<file path="config.mk">
export PLATFORM = sky130hd
export DESIGN_NAME = imm_ext_pipe
export DESIGN_NICKNAME = d
export VERILOG_FILES = /design/src/rtl/imm_ext_pipe.sv
export SDC_FILE = /design/constraint.sdc
export NUM_CORES = 1
export LEC_CHECK = 0
export BUFFER_PORTS_ARGS = -buffer_cell sky130_fd_sc_hd__buf_2
export CAP_MARGIN = 20
export CORE_MARGIN = 2
export CORE_UTILIZATION = 53
export DETAILED_ROUTE_END_ITERATION = 16
export PLACE_DENSITY = 0.79
export SYNTH_ARGS = -nofsm -noshare
export SYNTH_HDL_FRONTEND = slang
export SYNTH_SLANG_ARGS = --single-unit
</file>
<file path="constraint.sdc">
create_clock -name clock -period 1.9 [get_ports clock]
set_input_delay 0.38 -clock clock [delete_from_list [all_inputs] [get_ports clock]]
set_output_delay 0.38 -clock clock [all_outputs]
set_load 0.005 [all_outputs]
</file>
<file path="src/rtl/imm_ext_pipe.sv">
// imm_ext_pipe -- pipelined, parametrised immediate extender.
//
// Widens an IN_W-bit immediate to OUT_W bits in one of four modes:
//   00 ZERO  : zero-extend
//   01 SIGN  : sign-extend
//   10 SSHL  : sign-extend, then shift left by SHAMT
//   11 UPPER : place the immediate in the top IN_W bits, zero below
// Stage S1 holds the raw immediate and mode. Stage S2 holds the extended
// result. Both stages use a valid/ready handshake with full back-pressure.
// The block sits between instruction decode and the ALU operand mux.
//
// Ports
//   clock     in   1      rising-edge clock
//   reset     in   1      synchronous, active-high; empties both stages
//   in_valid  in   1      upstream offers in_imm / in_mode
//   in_ready  out  1      block accepts an item this cycle
//   in_imm    in   IN_W   raw immediate field
//   in_mode   in   2      extension mode (see above)
//   out_valid out  1      out_data / out_neg are valid
//   out_ready in   1      downstream takes out_data this cycle
//   out_data  out  OUT_W  extended immediate
//   out_neg   out  1      MSB of out_data (two's complement sign)
module imm_ext_pipe #(
  parameter int IN_W  = 17,
  parameter int OUT_W = 32,
  parameter int SHAMT = 2
) (
  input  logic             clock,
  input  logic             reset,
  input  logic             in_valid,
  output logic             in_ready,
  input  logic [IN_W-1:0]  in_imm,
  input  logic [1:0]       in_mode,
  output logic             out_valid,
  input  logic             out_ready,
  output logic [OUT_W-1:0] out_data,
  output logic             out_neg
);

  localparam logic [1:0] MODE_ZERO  = 2'b00;
  localparam logic [1:0] MODE_SIGN  = 2'b01;
  localparam logic [1:0] MODE_SSHL  = 2'b10;
  localparam logic [1:0] MODE_UPPER = 2'b11;
  localparam int         PAD_W      = OUT_W - IN_W;

  // Reject parameter sets for which the extension cannot be formed.
  generate
    if ((IN_W < 1) || (IN_W >= OUT_W) || (IN_W + SHAMT > OUT_W)) begin : g_bad_params
      $error("imm_ext_pipe: illegal parameters (need 1 <= IN_W < OUT_W and IN_W+SHAMT <= OUT_W)");
    end
  endgenerate

  // Extension of one immediate in the requested mode.
  function automatic logic [OUT_W-1:0] extend(input logic [IN_W-1:0] x,
                                              input logic [1:0]      mode);
    logic [OUT_W-1:0] sx;
    sx = {{PAD_W{x[IN_W-1]}}, x};
    case (mode)
      MODE_ZERO:  extend = {{PAD_W{1'b0}}, x};
      MODE_SIGN:  extend = sx;
      MODE_SSHL:  extend = sx << SHAMT;
      MODE_UPPER: extend = {x, {PAD_W{1'b0}}};
      default:    extend = {OUT_W{1'b0}};
    endcase
  endfunction

  logic             s1_v_r;
  logic [IN_W-1:0]  s1_imm_r;
  logic [1:0]       s1_mode_r;
  logic             s2_v_r;

  logic             s1_adv_s;
  logic             s2_adv_s;
  logic [OUT_W-1:0] ext_s;

  // Stall chain and S1->S2 datapath; in_ready depends only on state and out_ready.
  always_comb begin
    s2_adv_s = !s2_v_r || out_ready;
    s1_adv_s = !s1_v_r || s2_adv_s;
    ext_s    = extend(s1_imm_r, s1_mode_r);
  end

  assign in_ready  = s1_adv_s;
  assign out_valid = s2_v_r;

  // Pipeline registers; data only loads when a valid item moves in, so an
  // empty S2 keeps its last result on out_data.
  always_ff @(posedge clock) begin
    if (reset) begin
      s1_v_r    <= 1'b0;
      s1_imm_r  <= {IN_W{1'b0}};
      s1_mode_r <= 2'b00;
      s2_v_r    <= 1'b0;
      out_data  <= {OUT_W{1'b0}};
      out_neg   <= 1'b0;
    end else begin
      if (s1_adv_s) begin
        s1_v_r <= in_valid;
        if (in_valid) begin
          s1_imm_r  <= in_imm;
          s1_mode_r <= in_mode;
        end
      end
      if (s2_adv_s) begin
        s2_v_r <= s1_v_r;
        if (s1_v_r) begin
          out_data <= ext_s;
          out_neg  <= ext_s[OUT_W-1];
        end
      end
    end
  end

endmodule

</file>
# --- Word-level counts from Yosys, hierarchy flattened ---
# Index checks and enable logic that the tools add are counted.
word_totals:
  mem_bits_rw: 0
  regBits: 54
  rom_bits: 0
  latchBits: 0
  in_bits: 23
  output_inout_bits: 35
  n_memories: 0
classes:
  add_sub_neg: 0
  mux: 1
  n_mul: 0
  n_lt_le_gt_ge: 0
  n_bitwise: 0
  n_div: 0
  reduce_logical: 7
  n_eq_ne: 3
  shift: 0
op_table:
  columns: ["op", "n"]
  rows:
  - ["$pmux 32 s4", 1]
  - ["$eq 2x2->1 const B", 2]
  - ["$reduce_and 2->1", 2]
  - ["$eq 2x1->1 const B", 1]
  - ["$logic_not 1->1", 2]
  - ["$logic_not 2->1", 1]
  - ["$logic_or 1x1->1", 2]

# --- Logic depth before layout (Yosys ltp) ---
# Gate-level depths: netlist of run 1.
depth:
  ltp_word: 4
  ltp_mapped: 6
  mapped_depth_nobuf: 3

# --- Least setup slack after synthesis of run 1 ---
# Ideal clock, no wire load.
synth_timing:
  path_kind: "input-to-reg"
  from: "input reset"
  to: "register out_data[18]"
  n_path_buf: 2
  required_ns: 1.812
  stages: 4
  t_arrival_ns: 1.268
  slack_ns: 0.544
  path_cell_list: "buf_2 -> or3_4 -> buf_6 -> o32ai_2"
synth_rtl:
  columns: ["item", "line_no", "text"]
  rows:
  - ["start, declared", "29", "input logic reset,"]
  - ["end signal, assigned", "94", "out_data <= {OUT_W{1'b0}};"]
  - ["end signal, assigned", "107", "out_data <= ext_s;"]
  - ["end, declared", "36", "output logic [OUT_W-1:0] out_data,"]

# --- Worst setup path after layout of run 1 ---
layout_timing:
  from: "register s2_v_r, in the netlist out_valid"
  to: "output in_ready"
layout_via:
  elab_chain_cells: 3
layout_rtl:
  columns: ["item", "line_no", "text"]
  rows:
  - ["start, declared", "70", "logic s2_v_r;"]
  - ["start signal, assigned", "105", "s2_v_r <= s1_v_r;"]
  - ["$logic_not 1->1", "78", "s2_adv_s = !s2_v_r || out_ready;"]
  - ["$logic_or 1x1->1", "78", null]
  - ["$logic_or 1x1->1", "79", "s1_adv_s = !s1_v_r || s2_adv_s;"]
  - ["end, declared", "31", "output logic in_ready,"]
# Every way passes these cells.

==> out/metrics.cfg, run 1 <==
[clock_network]
cts_buffers = 5
post-cts-setup-buffers = 0
insertion_delay_ns = 0.30
cts_hold_buf = 0
post_cts_resize_count = 0
cts.sinks = 53
root_buffer = clkbuf_8
h-tree-depth = 2
cts_tree = yes
clockBufferDepth = 2
clk_pin_slew_ns = 0.09

[global_route]
grt_pass1_wl_um = 8940
antenna_found_initial = 0
grt_max_degree = 73
grt_pass1_vias = 1822
overflow = 0
groute.usage.overall_pct = 21.9

[routing]
vias = 1971
vias_per_cell = 5.65
wl_per_cell_um = 15.8
drtIter0Drc = 137
antenna_left = 0
drc_errors = 0
totalWireLength_um = 5520
drtPass1Iterations = 4

[floorplan]
core_area_sq_mm = 0.00441
rows = 24
die_area_sq_mm = 0.00517
initial_core_util_pct = 55.4
die_h_um = 71.9
pin_count = 58
die_w_um = 71.9

[min_path]
holdPathEnd = s1_v_r
hold_path_startpoint = in_valid
hold_path_depth = 3
hold_class = in -> reg

[worst_setup_path]
arrival_ns = 1.30
path_max_fanout = 22
worst-path-buf-inv = 2
worst_r2r_path_depth = 4
required_ns = 1.52
r2r_slack_ns = 0.32
cp-start-kind = register
crit_type = reg -> out
r2r_end = out_data[21]
worst_path_largest_cell_delay_ns = 0.35
r2r_start = s1_mode_r[0]
crit_family = buffers and inverters
endpoint_kind = primary output
path_cells = nor2b_4 -> buf_4 -> nand2_1 -> buf_2
critPathSlowestCell = dfxtp_1

[cells_and_area]
final_cells = 349
synthToLayoutAreaGrowth_pct = 14.7
final_util_pct = 63.5
drive_gt1_share_pct = 28.6
layout_commonest_cell = buf_2
antenna_cells = 0
layout_common_cells = buf_2 (57), dfxtp_1 (53), nand2b_1 (38), a21oi_1 (21), mux2i_1 (21)
nets = 320
post-route-cell-area_sq_mm = 0.00280

[timing]
slew_violations = 0
hold_slack_ns = 0.323
finalHoldViolations = 0
relSlewSlack_pct = 47.5
worst_slew_pin_slew_ns = 0.785
tns_ns = 0
max_freq_ghz = 0.595
rsz0062_at_grt = false
period_share_pct = 88.4
finalCriticalPeriod_ns = 1.68
finClkSkew_ns = 0.00946
setup_violations = 0
worst_slack_ns = 0.220

[power]
ir_worst_vdd_uv = 525
p_clk_share_pct = 29.6
sw_frac_of_total_pct = 25.5
power_density_mw_per_mm2 = 760
leakage_nw = 1.16
pwr-share-seq_pct = 57.2
intPower_mw = 1.59
power.combinational.fraction_pct = 13.1
power.total_mw = 2.13
p_sw_mw = 0.544

[flow_run]
maxCapViolCount = 0

[place]
port_buffers = 57
dp_hpwl_um = 3860
post-place-ws_ns = 0.349
place.gp.congestion = 0.845
placed_cell_area_sq_mm = 0.00272
place_inst = 342

[synth]
synthTopCellsByArea = dfxtp_1 (43%), nand2b_1 (9.7%), mux2i_1 (8.6%)
ys_seq_area_share_pct = 43.4
synth-seq-cells = 53
synthesis.nets = 277
syn_area_sq_mm = 0.00244
synth_top_area_share_pct = 43.4
ys_warn_count = 0
synthDistinctLibCells = 29
syn_avg_cell_area_sq_um = 9.63
yosysTopAreaCell = dfxtp_1
synthCells = 254

[run_status]
status = finished clean

==> routing by layer <==
metal / wire, um / GRT usage (%) / vias up
li1: - / - / 998
met1: 2500 / 29.9 / 904
met2: 2570 / 36.0 / 62
met3: 397 / 4.44 / 7
met4: 46 / 4.82 / 0
met5: 0 / 0 / -
==> layout make-up <==
class,instances,area (sq um)
fill,381,1610
sequential,53,1060
clock buffer,7,86.3
tap,52,65.1
inverter,2,7.51
multi-input combinational,171,1230
timing repair buffer,64,354
==> worst max path at each step <==
stage | startpoint | to | slack (ns) | cells after the start
2_1_floorplan | reset | out_data[18] | 0.54 | 4
3_3_place_gp | s1_mode_r[0] | out_data[21] | 0.15 | 2
3_5_place_dp | s1_mode_r[0] | out_data[22] | 0.35 | 4
4_1_cts | out_valid | in_ready | 0.21 | 4
5_1_grt | out_valid | in_ready | 0.10 | 4
6_report | out_valid | in_ready | 0.22 | 4
==> synthesized netlist by cell type <==
| cell | count |
|---|---|
| mux2_2 | 1 |
| o32ai_1 | 3 |
| nor2_1 | 17 |
| mux2i_1 | 21 |
| o32ai_2 | 10 |
| o21ai_0 | 19 |
| buf_2 | 9 |
| o21ai_1 | 1 |
| a21boi_1 | 1 |
| inv_1 | 1 |
| nor2b_4 | 1 |
| nand4_1 | 2 |
| dfxtp_1 | 53 |
| or2b_1 | 1 |
| nor2b_1 | 1 |
| a22oi_1 | 13 |
| or3_4 | 1 |
| a2111o_1 | 2 |
| buf_6 | 3 |
| a21o_1 | 1 |
| buf_4 | 3 |
| a21oi_1 | 21 |
| o2111ai_1 | 2 |
| nand2_1 | 2 |
| nand2b_1 | 38 |
| inv_2 | 1 |
| buf_1 | 2 |
| clkbuf_1 | 11 |
| a211oi_1 | 13 |
==> flip-flops by register name, indices dropped and copies added (netlist names) <==
signal	cells
out_data	32
s1_imm_r	17
s1_mode_r	2
out_valid	1
s1_v_r	1
==> worst min-delay path: stages <==
cell and delay (ns):
buf_2 0.09, a21oi_1 0.04, nor2_1 0.08
==> cells by family (layout without fill, tap and decap cells) <==
logic type / Yosys count / in the layout / share of synthesized area [%]
mux: 22 / 22 / 9.06
flops: 53 / 53 / 43.4
buf+inv: 30 / 73 / 6.45
compound gates: 86 / 86 / 26.4
simple gates: 63 / 63 / 14.7
==> power by group through the flow <==
stage	clock network, mW	logic [mW]	registers, mW
2_1_floorplan	0	0.201	1.23
3_3_place_gp	0	0.274	1.24
6_report	0.632	0.280	1.22
5_1_grt	0.690	0.310	1.23
4_1_cts	0.637	0.282	1.22
3_5_place_dp	0	0.281	1.24
No activity file was read; power rests on OpenSTA's default activity.
==> inputs of run 2 (changes only) <==
==> config.mk (replaced) <==
export PLATFORM = sky130hd
export DESIGN_NAME = imm_ext_pipe
export DESIGN_NICKNAME = d
export VERILOG_FILES = /design/src/rtl/imm_ext_pipe.sv
export SDC_FILE = /design/constraint.sdc
export NUM_CORES = 1
export LEC_CHECK = 0
export CORE_MARGIN = 2
export CORE_UTILIZATION = 62
export DETAILED_ROUTE_END_ITERATION = 16
export DONT_BUFFER_PORTS = 1
export PLACE_DENSITY = 0.78
export SYNTH_ARGS = -nofsm -noshare
export SYNTH_HDL_FRONTEND = slang
export SYNTH_SLANG_ARGS = --single-unit
==> constraint.sdc (replaced) <==
create_clock -name clock -period 1.65 [get_ports clock]
set_input_delay 0.33 -clock clock [delete_from_list [all_inputs] [get_ports clock]]
set_output_delay 0.33 -clock clock [all_outputs]
set_load 0.005 [all_outputs]
==> out/metrics.cfg, run 2 (synthesis gave the netlist of run 1 again) <==
[worst_setup_path]
endpoint_kind = primary output
worst_r2r_path_depth = 3
path_max_fanout = 18
arrival_ns = 1.19
crit_type = reg -> out
required_ns = 1.32
r2r_start = out_valid
cp-start-kind = register
r2r_slack_ns = 0.19
r2r_end = out_data[4]
path_cells = nor2b_4 -> nand2_1
critPathSlowestCell = dfxtp_1
worst_path_largest_cell_delay_ns = 0.38

[timing]
finalHoldViolations = 0
finClkSkew_ns = 0.00518
worst_slew_pin_slew_ns = 0.780
rsz0062_at_grt = false
slew_violations = 0
finalCriticalPeriod_ns = 1.52
relSlewSlack_pct = 47.8
hold_slack_ns = 0.0979
setup_violations = 0
max_freq_ghz = 0.659
period_share_pct = 92.0
tns_ns = 0

[flow_run]
maxCapViolCount = 0

[power]
leakage_nw = 0.872
intPower_mw = 1.75
p_clk_share_pct = 29.3
power_density_mw_per_mm2 = 932
power.total_mw = 2.32
ir_worst_vdd_uv = 655
pwr-share-seq_pct = 60.9
power.combinational.fraction_pct = 9.9
p_sw_mw = 0.568
sw_frac_of_total_pct = 24.5

[run_status]
status = finished clean

[global_route]
antenna_found_initial = 0
groute.usage.overall_pct = 24.6
grt_pass1_wl_um = 8210
grt_pass1_vias = 1706
grt_max_degree = 74
overflow = 0

[cells_and_area]
n_fill_cell = 315
layout_commonest_cell = dfxtp_1
synthToLayoutAreaGrowth_pct = 1.89
antenna_cells = 0
multi_input_area_sq_mm = 0.00123
top_register = out_data
regArea_sq_mm = 0.00106
largest_register_ffs = 32
nets = 263
reg_top3 = out_data x32, s1_imm_r x17, s1_mode_r x2
drive_gt1_share_pct = 11.2
layout_common_cells = dfxtp_1 (53), nand2b_1 (38), a21oi_1 (21), mux2i_1 (21), o21ai_0 (19)

[routing]
wl_per_cell_um = 17.4
drtIter0Drc = 67
drc_errors = 0
drtPass1Iterations = 4
totalWireLength_um = 5040
vias_per_cell = 6.16
vias = 1779
antenna_left = 0

[clock_network]
post_cts_resize_count = 0
cts_hold_buf = 0
cts_tree = yes
cts.sinks = 53
cts_buffers = 5
post-cts-setup-buffers = 0
clockBufferDepth = 2
insertion_delay_ns = 0.30
h-tree-depth = 2
clk_pin_slew_ns = 0.09
root_buffer = clkbuf_8

[min_path]
hold_path_startpoint = reset
holdPathEnd = out_data[11]
hold_path_depth = 1
hold_class = in -> reg

[floorplan]
die_area_sq_mm = 0.00446
rows = 22
die_h_um = 66.8
core_area_sq_mm = 0.00372
initial_core_util_pct = 65.8
die_w_um = 66.8
pin_count = 58

[place]
place.gp.congestion = 0.832
dp_hpwl_um = 3490
port_buffers = 0

## run 2: changes by cell type in the layout (fill, tap and decap cells not counted), sizes merged
cell | before | now
clkbuf | 7 | 8
buf | 64 | 7
## run 2: power by group through the flow
stage	combinational (mW)	sequential, mW	clock (mW)
5_1_grt	0.254	1.42	0.754
2_1_floorplan	0.232	1.41	0
6_report	0.229	1.41	0.680
4_1_cts	0.230	1.41	0.699
3_5_place_dp	0.230	1.44	0
3_3_place_gp	0.224	1.44	0
## run 2: worst max path at each step
| stage | slack [ns] | startpoint | endpoint |
|---|---|---|---|
| floorplan | 0.31 | out_valid | out_data[18] |
| global placement | 0.23 | out_valid | out_data[4] |
| detailed placement | 0.21 | out_valid | out_data[4] |
| CTS | 0.12 | out_valid | in_ready |
| global route | 0.02 | out_valid | in_ready |
| finish | 0.13 | out_valid | in_ready |
## run 2: cell type report
type | instances | share of cell area, %
clock buffer | 8 | 3.21
inverter | 2 | 0.301
multi-input combinational | 171 | 49.4
sequential | 53 | 42.6
tap | 48 | 2.41
timing repair buffer | 7 | 2.11
## run 2: metal layers
layer  wire (um)  part of all wire, %  track usage (%)
met3         343                  6.8             6.93
met2        2370                   47             40.5
met4          26                 0.52             6.12
met1        2300                   46             31.8
met5           0                    0                0
## run 2: through the flow
stage                     area (sq um)  worst slack [ns]  cells  util, %
after floorplan                   2440             0.310    254        -
after global placement            2410             0.226    281     64.9
after detailed placement          2410             0.207    281     64.9
after CTS                         2490             0.117    289     67.0
after global routing              2490            0.0157    289     67.0
final                             2490             0.133    289     67.0
## run 2: critical path, delay by kind of cell, from the launching register on
kind	cells	cell delay, ns
flops	1	0.38
simple gates	2	0.51
==> inputs of run 3 (changes only) <==
--- a/config.mk
+++ b/config.mk
@@ -5,11 +5,12 @@
 export SDC_FILE = /design/constraint.sdc
 export NUM_CORES = 1
 export LEC_CHECK = 0
+export ABC_AREA = 1
 export CORE_MARGIN = 2
-export CORE_UTILIZATION = 62
+export CORE_UTILIZATION = 61
 export DETAILED_ROUTE_END_ITERATION = 16
 export DONT_BUFFER_PORTS = 1
-export PLACE_DENSITY = 0.78
+export PLACE_DENSITY = 0.77
 export SYNTH_ARGS = -nofsm -noshare
 export SYNTH_HDL_FRONTEND = slang
 export SYNTH_SLANG_ARGS = --single-unit
==> constraint.sdc (replaced) <==
create_clock -name clock -period 1.5 [get_ports clock]
set_input_delay 0.3 -clock clock [delete_from_list [all_inputs] [get_ports clock]]
set_output_delay 0.3 -clock clock [all_outputs]
set_load 0.005 [all_outputs]
==> out/metrics.cfg, run 3 <==
[run_status]
status = finished clean

[global_route]
use_met3_pct = 6.34
grt_max_degree = 35
grt_pass1_vias = 1721
overflow = 0
gr-usage-met1_pct = 33.1
grt_use_met2_pct = 37.5
grt_pass1_wl_um = 8000
groute.usage.overall_pct = 24.6
antenna_found_initial = 0
top_usage_layer = met2

[power]
power_density_mw_per_mm2 = 1120
leakage_nw = 0.915
p_clk_share_pct = 25.1
power.total_mw = 2.51
sw_frac_of_total_pct = 27.1
power.combinational.fraction_pct = 12.2
pwr-share-seq_pct = 62.7
intPower_mw = 1.83
p_sw_mw = 0.681
ir_worst_vdd_uv = 552

[synth]
ys_seq_area_share_pct = 48.0
synth_simple_gate_area_share_pct = 24.0
syn_avg_cell_area_sq_um = 7.37
synth_xor_area_share_pct = 0
synth_fa_ha_area_share_pct = 0
ys_warn_count = 0
muxShareOfSynthArea_pct = 0
synth_top_family_by_area = simple AND/OR/NAND/NOR gates
synth-edff-count = 0
synth-seq-cells = 53
syn_area_sq_mm = 0.00221
yosysTopAreaCell = dfxtp_1
synth_compound_area_share_pct = 18.4
synth_top_area_share_pct = 48.0
synth_common_cells = nor2_1 (77), dfxtp_1 (53), o21ai_0 (41)
synthTopCellsByArea = dfxtp_1 (48%), nor2_1 (13%), o21ai_0 (9.3%)
async_flop_share_pct = 0
synthCells = 300
ys.flop_type = dfxtp_1
yosys.cell_count.top_type = nor2_1
synthDistinctLibCells = 18
synthesis.nets = 323

[cells_and_area]
layout_common_cells = nor2_1 (77), dfxtp_1 (52), o21ai_0 (41), nand2_1 (25), inv_1 (19)
top_register = out_data
final_cells = 340
post-route-cell-area_sq_mm = 0.00225
antenna_cells = 0
nets = 317
final_util_pct = 65.9
n_fill_cell = 335
layout_commonest_cell = nor2_1
synthToLayoutAreaGrowth_pct = 1.70
reg_top3 = out_data x32, s1_imm_r x17, s1_mode_r x2
drive_gt1_share_pct = 8.16
largest_register_ffs = 32

[routing]
antenna_left = 0
wl_per_cell_um = 13.4
vias = 1866
drc_errors = 0
drtPass1Iterations = 4
drtIter0Drc = 179
vias_per_cell = 5.49
totalWireLength_um = 4570

[timing]
finClkSkew_ns = 0.00710
finalHoldViolations = 0
relSlewSlack_pct = 68.6
slew_violations = 0
max_freq_ghz = 0.755
finalCriticalPeriod_ns = 1.32
worst_slack_ns = 0.176
worst_slew_pin_slew_ns = 0.471
tns_ns = 0
period_share_pct = 88.3
rsz0062_at_grt = false
setup_violations = 0
hold_slack_ns = 0.0799

[worst_setup_path]
cp-start-kind = register
endpoint_kind = register
r2r_start = out_valid
crit_type = reg -> reg
path_max_fanout = 34
r2r_end = out_data[15]
worst_r2r_path_depth = 6
arrival_ns = 1.60
required_ns = 1.78
r2r_slack_ns = 0.18

[clock_network]
cts_buffers = 5
h-tree-depth = 2
cts_tree = yes
clockBufferDepth = 2
post-cts-setup-buffers = 0
insertion_delay_ns = 0.37
cts.sinks = 53
root_buffer = clkbuf_4
clk_pin_slew_ns = 0.14

[min_path]
hold_path_depth = 2
hold_class = in -> reg
hold_path_startpoint = in_imm[15]
holdPathEnd = s1_imm_r[15]

[floorplan]
die_w_um = 64.2
die_area_sq_mm = 0.00412
rows = 21
initial_core_util_pct = 64.8
core_area_sq_mm = 0.00342
die_h_um = 64.2
pin_count = 58

[place]
placed_cell_area_sq_mm = 0.00218
place_inst = 332
place.gp.congestion = 0.941
dp_hpwl_um = 3290
port_buffers = 0
post-place-ws_ns = 0.158

[flow_run]
maxCapViolCount = 0

==> run 3: cell types whose count changed in the layout (fill, tap and decap cells not counted), sizes merged, moves of 18 or more <==
cell,before,now
nor2,17,77
nand2b,38,0
nand2,2,31
o21ai,20,47
mux2i,21,0
inv,2,22
nand3,0,18
==> run 3: worst max path at each step <==
| stage | start | endpoint | slack (ns) | depth (start not counted) |
|---|---|---|---|---|
| after floorplan | out_valid | out_data[31] | 0.46 | 6 |
| after global placement | s1_mode_r[0] | out_data[16] | 0.19 | 5 |
| after detailed placement | s1_mode_r[0] | out_data[16] | 0.16 | 5 |
| after CTS | s1_mode_r[0] | out_data[16] | 0.15 | 5 |
| after global routing | out_valid | out_data[15] | 0.06 | 6 |
| final | out_valid | out_data[15] | 0.18 | 6 |
==> run 3: critical path, stage by stage (launching register included) <==
cell     delay, ns
dfxtp_1       0.37
nand2_2       0.09
nand2_2       0.06
inv_2         0.35
o21ai_0       0.19
nor2_1        0.12
nor2_1        0.04
==> run 3: power by group through the flow <==
stage                     Combinational (mW)  Clock (mW)  Sequential [mW]
final                                  0.307       0.629             1.57
after global routing                   0.359       0.713             1.59
after CTS                              0.306       0.642             1.57
after detailed placement               0.299           0             1.60
after global placement                 0.295           0             1.60
after floorplan                        0.276           0             1.58
==> run 3: layer usage <==
metal | up-vias | share of wire, %
met1 | 838 | 48
met2 | 62 | 43
met4 | 0 | 0.94
met3 | 5 | 8.2
li1 | 961 | -
met5 | - | 0
==> run 3: cells by family after synthesis <==
| group | after synthesis |
|---|---|
| AND/OR/NAND/NOR | 127 |
| AO/OA/AOI/OAI | 78 |
| buffers and inverters | 42 |
| flip-flops | 53 |
==> run 3: what timing repair did <==
action / in CTS / in global routing
hold endpoints to repair: 11 / 0
hold buffers: 1 / 0
gates resized for setup: 0 / 1
setup endpoints to repair: 0 / 1
==> run 3: final cells by class <==
class | instances | area [sq um] | share of cell area [%]
timing repair buffer | 7 | 55.1 | 2.45
clock buffer | 7 | 55.1 | 2.45
sequential | 53 | 1060 | 47.2
inverter | 22 | 82.6 | 3.67
multi-input combinational | 205 | 937 | 41.7
tap | 46 | 57.6 | 2.56
